## src/rtl/tri_bus_arbiter.sv

```systemverilog
// Round-robin owner arbiter for a shared (resolved) bus with tenure-limited ownership.
// Optional macro TRI_BUS_ARBITER_TURNAROUND_EN inserts one undriven cycle between owners.
module tri_bus_arbiter #(
    parameter int NREQ       = 4,
    parameter int DW         = 8,
    parameter int MAX_TENURE = 8
) (
    input  logic                      clk,
    input  logic                      rst,
    input  logic [NREQ-1:0]           req,
    input  logic [NREQ*DW-1:0]        wdata,
    output logic [NREQ-1:0]           gnt,
    output logic [NREQ-1:0]           oe,
    output logic [DW-1:0]             bus_data,
    output logic                      bus_valid,
    output logic [$clog2(NREQ)-1:0]   owner_id,
    output logic                      preempt,
    output logic [1:0]                dbg_state_o
);
    localparam int IW = $clog2(NREQ);

`ifdef TRI_BUS_ARBITER_TURNAROUND_EN
    typedef enum logic [1:0] {S_IDLE = 2'd0, S_OWN = 2'd1, S_TURN = 2'd2} state_t;
`else
    typedef enum logic [1:0] {S_IDLE = 2'd0, S_OWN = 2'd1} state_t;
`endif

    state_t            state_q, state_d;
    logic [NREQ-1:0]   gnt_q, gnt_d;
    logic [7:0]        tenure_q, tenure_d;
    logic [IW-1:0]     rr_ptr_q, rr_ptr_d;
    logic              preempt_q, preempt_d;

    logic [IW-1:0]     owner;
    logic [IW-1:0]     next_ptr;
    logic              owner_req;
    logic              expire;

    // Lowest offset from ptr wins; the loop runs high-to-low so the last hit is the winner.
    function automatic logic [NREQ-1:0] rr_pick(input logic [NREQ-1:0] mask,
                                                input logic [IW-1:0]   ptr);
        logic [NREQ-1:0] g;
        int              idx;
        g = '0;
        for (int k = NREQ - 1; k >= 0; k--) begin
            idx = (int'(ptr) + k) % NREQ;
            if (mask[idx]) begin
                g      = '0;
                g[idx] = 1'b1;
            end
        end
        return g;
    endfunction

    always_comb begin
        owner    = '0;
        bus_data = '0;
        for (int i = 0; i < NREQ; i++) begin
            if (gnt_q[i]) begin
                owner    = IW'(i);
                bus_data = wdata[i*DW +: DW];
            end
        end
    end

    assign next_ptr    = IW'((int'(owner) + 1) % NREQ);
    assign owner_req   = req[owner];
    assign expire      = (tenure_q == 8'(MAX_TENURE)) && (|(req & ~gnt_q));

    always_ff @(posedge clk) begin
        if (rst) begin
            state_q   <= S_IDLE;
            gnt_q     <= '0;
            tenure_q  <= '0;
            rr_ptr_q  <= '0;
            preempt_q <= 1'b0;
        end else begin
            state_q   <= state_d;
            gnt_q     <= gnt_d;
            tenure_q  <= tenure_d;
            rr_ptr_q  <= rr_ptr_d;
            preempt_q <= preempt_d;
        end
    end

    always_comb begin
        state_d   = state_q;
        gnt_d     = gnt_q;
        tenure_d  = tenure_q;
        rr_ptr_d  = rr_ptr_q;
        preempt_d = 1'b0;
        case (state_q)
            S_OWN: begin
                if (!owner_req || expire) begin
                    // Preempt only when the owner still wanted the bus.
                    rr_ptr_d  = next_ptr;
                    preempt_d = owner_req;
                    gnt_d     = '0;
                    tenure_d  = '0;
`ifdef TRI_BUS_ARBITER_TURNAROUND_EN
                    state_d   = S_TURN;
`else
                    gnt_d     = rr_pick(req & ~gnt_q, next_ptr);
                    if (|gnt_d) begin
                        state_d  = S_OWN;
                        tenure_d = 8'd1;
                    end else begin
                        state_d  = S_IDLE;
                    end
`endif
                end else if (tenure_q != 8'(MAX_TENURE)) begin
                    tenure_d = tenure_q + 8'd1;
                end
            end
            default: begin
                gnt_d = rr_pick(req, rr_ptr_q);
                if (|req) begin
                    state_d  = S_OWN;
                    tenure_d = 8'd1;
                end else begin
                    state_d  = S_IDLE;
                    tenure_d = '0;
                end
            end
        endcase
    end

    assign gnt         = gnt_q;
    assign oe          = gnt_q;
    assign bus_valid   = |gnt_q;
    assign owner_id    = owner;
    assign preempt     = preempt_q;
    assign dbg_state_o = state_q;

endmodule

```

## config.mk

```make
export PLATFORM = sky130hd
export DESIGN_NAME = tri_bus_arbiter
export DESIGN_NICKNAME = d
export VERILOG_FILES = /design/src/rtl/tri_bus_arbiter.sv
export SDC_FILE = /design/constraint.sdc
export NUM_CORES = 1
export LEC_CHECK = 0
export CORE_MARGIN = 8
export CORE_UTILIZATION = 36
export DETAILED_ROUTE_END_ITERATION = 8
export PLACE_DENSITY = 0.63
export SLEW_MARGIN = 20
export SYNTH_ARGS = -nofsm -noshare
export SYNTH_HDL_FRONTEND = slang
export SYNTH_SLANG_ARGS = --single-unit
```

## constraint.sdc

```tcl
create_clock -name clk -period 3 [get_ports clk]
set_input_delay 0.6 -clock clk [delete_from_list [all_inputs] [get_ports clk]]
set_output_delay 0.6 -clock clk [all_outputs]
set_load 0.02 [all_outputs]
```

# [Word-level counts from Yosys, hierarchy flattened]
# Cells that the tools add are included.
[word_totals] ram_bits=0 mem_bits_ro=0 n_memories=0 elab_cells=136 latchBits=0 ff_bits=17 out_inout_bits=22
[op_classes] eq_ne=5 bitwise_logic=10 order_cmp=17 n_reduce_logical=23 multipliers=0 shifts=0 n_div=0 n_addsub=8 muxes=68
[ops] operator="$mux 8" n=7
[ops] operator="$mux 4" n=12
[ops] operator="$mux 1" n=28
[ops] operator="$lt 3x4->1 const B" n=6
[ops] operator="$bmux 1 s2" n=9
[ops] operator="$ge 3x1->1 const B" n=6
[ops] operator="$demux 1 s2" n=8
[ops] operator="$reduce_or 4->1" n=4
[ops] operator="$reduce_or 2->1" n=6
[ops] operator="$logic_and 1x1->1" n=9
[ops] operator="$lt 2x3->1 const B" n=3
[ops] operator="$add 2x2->2 const B" n=4
[ops] operator="$add 8x1->8 const B" n=1
[ops] operator="$eq 8x4->1 const B" n=1
[ops] operator="$mux 2" n=4
[ops] operator="$ne 8x4->1 const B" n=1
[ops] operator="$add 2x1->2 const B" n=3
[ops] operator="$and 1x1->1 const A" n=6
[ops] operator="$and 4x4->4" n=1
[ops] operator="$ge 2x1->1 const B" n=2
[ops] operator="$not 4->4" n=1
[ops] operator="$ne 3x3->1 const B" n=1
[ops] operator="$reduce_or 3->1" n=1
[ops] operator="$eq 2x1->1 const B" n=1
[ops] operator="5 further kinds" n=6

# [Longest topological paths before layout]
# Gate-level depths: netlist (run 1).
[logic_depth] depth_word=21 mapped_depth=12

# [Least setup slack after synthesis (run 1)]
# No wires, ideal clock.
[synth_timing] path_kind="register -> register" startpoint="register gnt_q[2] (netlist: gnt[2])" endpoint="register state_q[0] (netlist: dbg_state_o[0])" arrival_ps=2868 path_buffers=2 stages_incl_launch_ff=13 slack_ps=46 t_required_ps=2914 synth_period_minus_slack_ps=2954 cell_sequence="dfxtp_1 -> buf_12 -> nor2b_4 -> clkbuf_1 -> or2_2 -> ha_1 -> inv_1 -> o221a_4 -> a21oi_4 -> mux2_4 -> o31ai_2 -> and4bb_1 -> a221oi_2"
[synth_via] elab_chain_cells=20 word_cells_on_any_way=62 cone_classes="add/sub (4); order compare (8); eq/ne (1); mux (32); bitwise (5); reduce/logical (12)"
[synth_rtl] item="start, declared" line="29" text="logic [NREQ-1:0] gnt_q, gnt_d;"
[synth_rtl] item="start signal, assigned" line="79" text="gnt_q <= gnt_d;"
[synth_rtl] item="$mux 2 * (2 in a row)" line="59" text="if (gnt_q[i]) begin"
[synth_rtl] item="$add 2x1->2 *" line="66" text="assign next_ptr = IW'((int'(owner) + 1) % NREQ);"
[synth_rtl] item="named net next_ptr[1]" line="35" text="logic [IW-1:0] next_ptr;"
[synth_rtl] item="$add 2x2->2" line="46" text="idx = (int'(ptr) + k) % NREQ;"
[synth_rtl] item="$reduce_or 2->1 (no line)"
[synth_rtl] item="$and 1x1->1 (no line)"
[synth_rtl] item="$lt 3x4->1 (not written as such) or $ge 3x1->1 (tied branches)" line="49" text="g[idx] = 1'b1;"
[synth_rtl] item="$logic_and 1x1->1 (not written as such)" line="49"
[synth_rtl] item="[... 2 more ...]"
[synth_rtl] item="$mux 4 (3 in a row)" line="47" text="if (mask[idx]) begin"
[synth_rtl] item="$mux 4 *" line="47"
[synth_rtl] item="$mux 4 *" line="94" text="if (!owner_req || expire) begin"
[synth_rtl] item="$mux 4 *" line="92" text="case (state_q)"
[synth_rtl] item="$reduce_or 4->1 *" line="104" text="if (|gnt_d) begin"
[synth_rtl] item="$mux 1 *" line="104"
[synth_rtl] item="$mux 2 *" line="94"
[synth_rtl] item="$mux 2 *" line="92"
[synth_rtl] item="end signal, assigned" line="78" text="state_q <= state_d;"
[synth_rtl] item="end, declared" line="28" text="state_t state_q, state_d;"
# Mark *: on every way through the listed nets, which the timed path passes. The rest lies on a longest branch. The select of a mux whose other input is x is not followed.
# A chain may end at the register's enable or synchronous reset.

# [Worst setup path in the final report (run 1)]
[layout_timing] startpoint="register gnt_q[3] (netlist: gnt[3])" endpoint="output port bus_data[4]"
[layout_via] elab_chain_cells=1
[layout_rtl] item="$mux 8" line="59"
[layout_rtl] item="end, declared" line="14" text="output logic [DW-1:0] bus_data,"
# Every way passes these cells.

==> results of run 1 <==
[power by group]
group          internal, mW  switching (mW)  total (mW)  leakage [nW]
clock network         0.116          0.0753       0.192        0.0288
logic                  1.09            1.19        2.29         0.868
registers             0.260          0.0888       0.349         0.131
total                  1.47            1.36        2.83          1.03
[through the flow]
stage | utilization [%] | setup slack, ns | cells
after floorplan | - | 0.0456 | 219
after global placement | 49.5 | 0.130 | 343
after detailed placement | 49.5 | 0.0901 | 343
after CTS | 50.6 | 0.0470 | 347
after global routing | 50.6 | 0.0339 | 347
final | 50.6 | 0.184 | 347
[sequential cells by signal (all words and copies together) (netlist names)]
register     count
gnt              4
rr_ptr_q         2
dbg_state_o      1
preempt          1
tenure_q         8
[worst paths after layout]
| kind | start | slack [ns] | cells past startpoint | endpoint |
|---|---|---|---|---|
| worst max-delay path | gnt[3] | 0.18 | 5 | bus_data[4] |
| worst min-delay path | tenure_q[6] | 0.54 | 2 | tenure_q[6] |
| worst max register to register | gnt[2] | 0.23 | 11 | dbg_state_o[0] |
| worst min register to register | tenure_q[6] | 0.54 | 2 | tenure_q[6] |
[critical path: cells and delay by family (launching register included)]
kind / cells / cell delay [ns]
AND/OR/NAND/NOR: 2 / 0.58
flip-flops: 1 / 0.37
buffers and inverters: 2 / 0.85
AO/OA/AOI/OAI: 1 / 0.16
[layout make-up]
| type | count | area share (%) |
|---|---|---|
| clock buffers | 4 | 2.12 |
| repair buffers | 69 | 25.5 |
| flip-flops and latches | 16 | 12.3 |
| well taps | 70 | 3.37 |
| inverters | 13 | 1.88 |
| multi-input cells | 175 | 54.8 |
[what timing repair did]
item                                    4_1_cts  5_1_grt
hold endpoints to repair                      0        0
endpoints found under the setup margin        0        8
resized for setup                             0        1
[layer usage]
metal	wire length [µm]	vias to the layer above	part of all wire [%]	global-route usage [%]
li1	-	931	-	-
met1	2540	874	45	18.6
met2	2860	35	50	23.5
met3	229	7	4.0	2.21
met4	61	0	1.1	2.72
met5	0	-	0	0
[placed cells by master (no fill, tap or decap), types with 10 or more instances in the layout]
cell type / count
ha_1: 16
clkdlybuf4s50_1: 58
buf_4: 11
nand2_1: 11
inv_1: 13
nor2_1: 21
a22oi_1: 11
a21oi_1: 10
dfxtp_1: 16
[logic make-up (layout without fill, tap and decap cells)]
logic type               after synthesis  in the layout
AND/OR/NAND/NOR                       73             73
multiplexers                          15             15
adder cells (fa/ha/maj)               16             16
flip-flops                            16             16
XOR/XNOR                               6              6
AO/OA/AOI/OAI                         64             64
buffers and inverters                 28             86
other                                  1              1
==> run_results.csv, run 1 <==
group,metric,value,unit
cells_and_area,layout.nets,332,
cts,cts_hold_buf,0,
yosys,avgSynthCellArea,8.76,µm²
cells_and_area,multi_input_area,0.00143,mm²
yosys,synth_ff_type,"dfxtp_1",
min_path,hold_class,"reg2reg",
setup_path,crit_path_top_delay_cell,"clkdlybuf4s50_1",
routing,num_vias,1847,
cts,numCtsBuffers,3,
cts,root_buffer,"clkbuf_8",
setup_path,crit_arrival,2.22,ns
cts,cts_tree,"yes",
yosys,netlist_area,0.00192,mm²
timing,rsz0062_at_grt,"no",
yosys,async_flop_share,0,%
floorplan,die_area,0.00792,mm²
cells_and_area,antennaDiodeCount,0,
floorplan,coreArea,0.00514,mm²
yosys,synth_nets,273,
routing,drt-initial-drc-count,124,
timing,worstMarginPinSlew,0.586,ns
yosys,synth_top_family_by_area,"compound AO/OA/AOI/OAI gates",
yosys,synth.yosys.seq_area_share,16.7,%
yosys,synth_commonest_cells,"21 x nor2_1, 16 x dfxtp_1, 16 x ha_1",
yosys,synth_top_cell_by_area,"dfxtp_1",
routing,wl,5.68,mm
cts,ctsHtreeMaxLevel,1,
yosys,synth_edf_count,0,
yosys,synthAdderAreaFrac,10.4,%
timing,drv_slew,0,
global_route,grt_pass1_vias,1858,
cts,post_cts_buffers,0,
global_route,grt_pass1_wl,9.03,mm
cts,cts.sinks,16,
global_route,grt_max_degree,21,
timing,final.setup.tns,0,ns
timing,slew_headroom,60.6,%
setup_path,critPathLaunchType,"flip-flop",
cells_and_area,fillers,499,
global_route,grtUsageTotal,14.1,%
power_and_ir_drop,power_density,1090,mW/mm²
place,dpl_cell_area,0.00254,mm²
timing,fin_crit,2.82,ns
cells_and_area,drive_above_1_share,14.1,%
routing,wl_per_cell,16.4,µm
yosys,synth_cell_types,68,
setup_path,criticalPathCategory,"reg2out",
routing,drc,0,
yosys,ys_warn_count,0,
power_and_ir_drop,total_power,2.83,mW
timing,setup_viol,0,
yosys,synth_xor_area_share,2.74,%
routing,firstDrtPassIters,4,
power_and_ir_drop,ir_drop,0.000611,V
power_and_ir_drop,leakage,1.03,nW
outcome,status,"complete, no violations",
yosys,yosysTopAreaCellShare,16.7,%
yosys,synthCells,219,
global_route,antenna_found_initial,0,
yosys,synth_compound_area_share,28.0,%
yosys,ys_ff_latch,16,
timing,skew,0.00209,ns
run,drv_cap,0,
routing,ant_nets,0,
place,globalplace.congestion,0.893,
floorplan,die_h,89.0,µm
setup_path,path_cells,"buf_4, nor3_1, and2_2, a221o_1, clkdlybuf4s50_1",
global_route,gr-total-overflow,0,
cts,clock_latency,0.25,ns
floorplan,num_rows,26,
cts,cts_buffer_depth,2,
routing,avgViaCountPerCell,5.32,
cts,clk_pin_slew_worst_paths,0.06,ns
floorplan,pin_count,60,
setup_path,max_stage_delay,0.63,ns
timing,max_freq,355,MHz
floorplan,start_util,37.3,%
cells_and_area,areaGrowthSynthToFinish,35.6,%
timing,hold_violations,0,
timing,hold_ws,0.539,ns
setup_path,path_max_fanout,20,
yosys,synthSimpleGateAreaFrac,21.5,%
place,dpl.hpwl,4.58,mm
cells_and_area,fin_area,0.00260,mm²
setup_path,worstPathRequired,2.40,ns
yosys,synth.most_common_cell,"nor2_1",
setup_path,critPathCaptureType,"primary output",
yosys,synthMuxAreaShare,11.3,%
floorplan,fp.dieW,89.0,µm
yosys,synthTopCellsByArea,"dfxtp_1 17%, ha_1 10%, a221o_1 4.7%",
timing,min_period_over_period,93.9,%
cells_and_area,seq_area,320,µm²
place,port_buffers,58,
Power figures use the tool's default switching activity.
==> run 2: changes to the inputs <==
--- a/config.mk
+++ b/config.mk
@@ -9,6 +9,7 @@
 export CORE_UTILIZATION = 36
 export DETAILED_ROUTE_END_ITERATION = 8
 export PLACE_DENSITY = 0.63
+export RECOVER_POWER = 50
 export SLEW_MARGIN = 20
 export SYNTH_ARGS = -nofsm -noshare
 export SYNTH_HDL_FRONTEND = slang
==> constraint.sdc (replaced) <==
create_clock -name clk -period 2.7 [get_ports clk]
set_input_delay 0.54 -clock clk [delete_from_list [all_inputs] [get_ports clk]]
set_output_delay 0.54 -clock clk [all_outputs]
set_load 0.02 [all_outputs]
==> run_results.csv, run 2 (synthesis results as in run 1) <==
group,metric,value,unit
setup_path,worstPathRequired,2.16,ns
floorplan,die_area,0.00792,mm²
setup_path,crit_arrival,2.08,ns
power_and_ir_drop,switchingPower,1.62,mW
cts,clk_pin_slew_worst_paths,0.07,ns
run,drv_cap,0,
cells_and_area,layoutNonFillerInstCount,368,
global_route,grt_max_degree,15,
power_and_ir_drop,p_comb_share,82.3,%
timing,worst_slack,0.0842,ns
cells_and_area,regMostFlops,"tenure_q",
floorplan,start_util,37.3,%
power_and_ir_drop,p_sw_share,46.8,%
place,port_buffers,58,
routing,num_vias,1953,
cts,numCtsBuffers,3,
cells_and_area,final_core_util,53.9,%
power_and_ir_drop,pwr-share-clk,6.4,%
cts,cts_buffer_depth,2,
routing,drt-initial-drc-count,129,
timing,skew,0.00322,ns
setup_path,critPathCaptureType,"primary output",
outcome,status,"complete, no violations",
setup_path,critPathLaunchType,"flip-flop",
cells_and_area,antennaDiodeCount,0,
cts,cts_hold_buf,0,
timing,max_freq,382,MHz
floorplan,fp.dieW,89.0,µm
timing,setup_viol,0,
global_route,gr-usage-met1,19.5,%
power_and_ir_drop,power_density,1250,mW/mm²
power_and_ir_drop,p_int,1.84,mW
place,placed_cells,364,
place,dpl.hpwl,4.97,mm
cts,root_buffer,"clkbuf_8",
power_and_ir_drop,ir_drop,0.000602,V
cts,cts_tree,"yes",
floorplan,num_rows,26,
timing,min_period_over_period,96.9,%
global_route,grt_pass1_wl,9.56,mm
min_path,hold_class,"reg2reg",
place,globalplace.congestion,0.919,
cells_and_area,layout_common_cells,"45 x clkdlybuf4s50_1, 31 x buf_4, 21 x nor2_1",
timing,hold_violations,0,
floorplan,die_h,89.0,µm
cells_and_area,areaGrowthSynthToFinish,44.6,%
routing,ant_nets,0,
setup_path,criticalPathCategory,"reg2out",
timing,worstMarginPinSlew,0.566,ns
cells_and_area,drive_above_1_share,21.1,%
floorplan,coreArea,0.00514,mm²
global_route,gr-total-overflow,0,
cts,clock_latency,0.26,ns
routing,firstDrtPassIters,4,
timing,drv_slew,0,
cells_and_area,layout.nets,353,
floorplan,pin_count,60,
routing,wl_per_cell,16.8,µm
setup_path,path_max_fanout,8,
cells_and_area,layout_commonest_cell,"clkdlybuf4s50_1",
global_route,grtUsageTotal,15.1,%
timing,hold_ws,0.525,ns
global_route,grt_pass1_vias,1952,
timing,rsz0062_at_grt,"no",
global_route,use_met2,25.6,%
power_and_ir_drop,power.share.sequential,11.4,%
global_route,grt-busiest-layer,"met2",
timing,fin_crit,2.62,ns
routing,drc,0,
routing,avgViaCountPerCell,5.31,
timing,slew_headroom,61.9,%
cells_and_area,largest_reg_flops,8,
global_route,use_met3,1.75,%
global_route,antenna_found_initial,0,
cts,cts.sinks,16,
place,place_ws,-0.0540,ns
power_and_ir_drop,leakage,1.15,nW
routing,wl,6.20,mm
cts,ctsHtreeMaxLevel,1,
[run 2: changes by cell type in the layout (fill, tap and decap cells not counted), moves of 2 or more]
cell,delta
dlygate4sd3_1,+13
dfxtp_1,-2
dfxtp_2,+2
clkdlybuf4s50_1,-13
buf_4,+20
[run 2: power groups by stage]
stage	logic, mW	clock network [mW]	registers (mW)
final	2.84	0.219	0.393
after detailed placement	2.84	0	0.395
after CTS	2.86	0.225	0.390
after floorplan	1.82	0	0.400
after global placement	2.83	0	0.399
after global routing	3.05	0.234	0.401
[run 2: cell type report]
type                            instances  area [µm²]
Clock buffer                            4        55.1
Fill cell                             528        2370
Inverter                               13        48.8
Multi-Input combinational cell        175        1440
Sequential cell                        16         323
Tap cell                               70        87.6
Timing Repair Buffer                   90         817
[run 2: worst max-delay path, cell delays in order, from the launching register on]
cell and delay, ns:
dfxtp_1 0.40, nor3_1 0.35, and2_4 0.27, a221o_1 0.17, clkdlybuf4s50_1 0.62
[run 2: stage by stage]
stage | TNS [ns] | area [µm²] | power, mW
floorplan | 0 | 1940 | 2.22
global placement | -0.00419 | 2720 | 3.23
detailed placement | -0.0962 | 2720 | 3.24
CTS | 0 | 2780 | 3.47
global route | 0 | 2770 | 3.68
finish | 0 | 2770 | 3.45
[run 2: what timing repair did]
item | CTS | global route
setup endpoints to repair | 8 | 8
buffers inserted | 0 | 0
resized for setup | 1 | 1
[run 2: worst paths after layout]
path | start | to | slack [ns] | depth (start not counted)
max | gnt[3] | bus_data[5] | 0.08 | 4
min | tenure_q[7] | tenure_q[7] | 0.53 | 2
max reg2reg | gnt[2] | dbg_state_o[0] | 0.12 | 11
min reg2reg | tenure_q[7] | tenure_q[7] | 0.53 | 2
[run 2: per-layer routing]
layer	vias to the layer above	part of all wire (%)	wire, µm
li1	975	-	-
met4	0	1.3	82
met1	902	43	2670
met3	9	4.8	300
met2	67	51	3140
met5	-	0	0
==> RTL edit (config.mk and constraints of run 1) <==
The parameter `NREQ` goes from 4 to 8.
--- a/src/rtl/tri_bus_arbiter.sv
+++ b/src/rtl/tri_bus_arbiter.sv
@@ -1,7 +1,7 @@
 // Round-robin owner arbiter for a shared (resolved) bus with tenure-limited ownership.
 // Optional macro TRI_BUS_ARBITER_TURNAROUND_EN inserts one undriven cycle between owners.
 module tri_bus_arbiter #(
-    parameter int NREQ       = 4,
+    parameter int NREQ       = 8,
     parameter int DW         = 8,
     parameter int MAX_TENURE = 8
 ) (
Interface: changed (5 resized); port bits go from 60 to 105. No check against the original RTL was run, so the function may have changed too.
==> RTL edit against run 1 <==
  * The flow now finishes with violations (negative setup slack)
  * Worst setup slack got worse by 0.69 ns
  * Wire length rose to 3.6 times the old value
  * Design area rose to 2.9 times the old value
  * Synthesized area rose by 120%
  * Highest routed layer unchanged
  * Sequential cell count rose by 5
  * Critical path depth rose by 11
  * Clock skew fell by 0.0012 ns
  * Hold slack got worse by 0.023 ns
  * Register-to-register slack got worse by 0.74 ns
Power is left out: the tool's default activity adds up to more than one toggle a clock period on the data nets, which glitch-free logic cannot reach.
==> RTL edit: results <==
{
  "min_to": "tenure_q[7]",
  "synth_cell_type_count": 86,
  "dp_hpwl_um": 16160,
  "gp_congestion": 0.9606,
  "ctsResizeCount": 66,
  "clk_pin_slew_ns": 0.06,
  "seq_area_frac_synth_pct": 9.923,
  "fin_nets": 958,
  "status": "finished with violations",
  "drt_iter0_drc": 644,
  "critPathKind": "register to register",
  "fillers": 990,
  "h-tree-depth": 1,
  "postCtsSetupBuffers": 16,
  "synth_common_cells": "67 x nand2_1, 55 x nor2_1, 35 x a21oi_1",
  "drc": 0,
  "wire_per_inst_um": 20.30,
  "worstReg2RegEnd": "tenure_q[0]",
  "ys_warn_count": 0,
  "tns_ns": -4.082,
  "ys.flop_type": "dfxtp_1",
  "port_buffers": 103,
  "overflow": 0,
  "path_max_fanout": 5,
  "cp_slowest_cell": "a221o_1",
  "cts_buffers": 3,
  "placedCellCount": 970,
  "grt_max_degree": 28,
  "diodes": 0,
  "grt_usage_pct": 24.05,
  "min_path_type": "register to register",
  "fin_skew_ns": 0.0008744,
  "r2r-start": "gnt[2]",
  "stdcell_count": 1009,
  "worstHoldPathCells": 2,
  "grt_pass1_vias": 5928,
  "grt_antenna_before_repair": 0,
  "syn-num-nets": 691,
  "drive_gt1_share_pct": 37.30,
  "grt_pass1_wl_um": 31240,
  "synthArstFlopShare_pct": 0,
  "slew_headroom_pct": 62.71,
  "postSynthCellCount": 600,
  "synth_area_leaders": "dfxtp_1 9.9%, nand2_1 5.9%, ha_1 5.0%",
  "cts-root-buf": "clkbuf_16",
  "max_stage_delay_ns": 0.37,
  "hp-start": "tenure_q[7]",
  "critical-path-top-delay-family": "compound AO/OA/AOI/OAI gates",
  "worst_slack_ns": -0.5094,
  "dr.pass1.iters": 5,
  "viasPerCell": 6.105,
  "worst-r2r-cell-count": 16,
  "violations": "negative setup slack",
  "setup_violations": 10
}
RTL edit: cell families (layout without fill, tap and decap cells):
group                    count (synthesis)  in the layout  synth area share [%]
adder cells (fa/ha/maj)                 17             17                 5.021
AO/OA/AOI/OAI                          201            201                 35.03
flip-flops                              21             21                 9.923
multiplexers                            27             27                 8.889
other                                    1              1               0.08852
AND/OR/NAND/NOR                        257            257                 31.54
buffers and inverters                   67            333                 7.207
XOR/XNOR                                 9              9                 2.304
RTL edit: routing by layer:
| layer | up-vias | GRT usage (%) | wire (um) | share of wire, % |
|---|---|---|---|---|
| met3 | 58 | 5.957 | 1954 | 9.5 |
| met4 | 0 | 8.292 | 654 | 3.2 |
| li1 | 2840 | - | - | - |
| met1 | 2936 | 29.99 | 8447 | 41 |
| met5 | - | 0 | 0 | 0 |
| met2 | 326 | 39.26 | 9431 | 46 |
RTL edit: cell type report:
class | instances | area (um^2) | area share (%)
multi-input combinational | 512 | 3961 | 53.37
clock buffer | 4 | 78.83 | 1.062
timing repair buffer | 310 | 2683 | 36.14
tap | 143 | 178.9 | 2.411
sequential | 21 | 435.4 | 5.866
inverter | 19 | 85.08 | 1.146
RTL edit: metrics by stage:
stage	utilization (%)	hold slack, ns	instance area [um^2]	worst slack, ns
floorplan	-	0.4800	4458	-0.4469
detailed placement	58.54	0.5030	6713	-0.8607
global placement	58.54	0.5078	6713	-0.8477
finish	64.72	0.5165	7422	-0.5094
global route	64.72	0.5597	7422	-0.6187
CTS	61.20	0.5204	7018	-0.4627
RTL edit: tightest hold or removal path: cells and delay by family (launching register included):
kind          cells  cell delay (ns)
simple gates      1             0.07
flops             1             0.34
xor+xnor          1             0.07
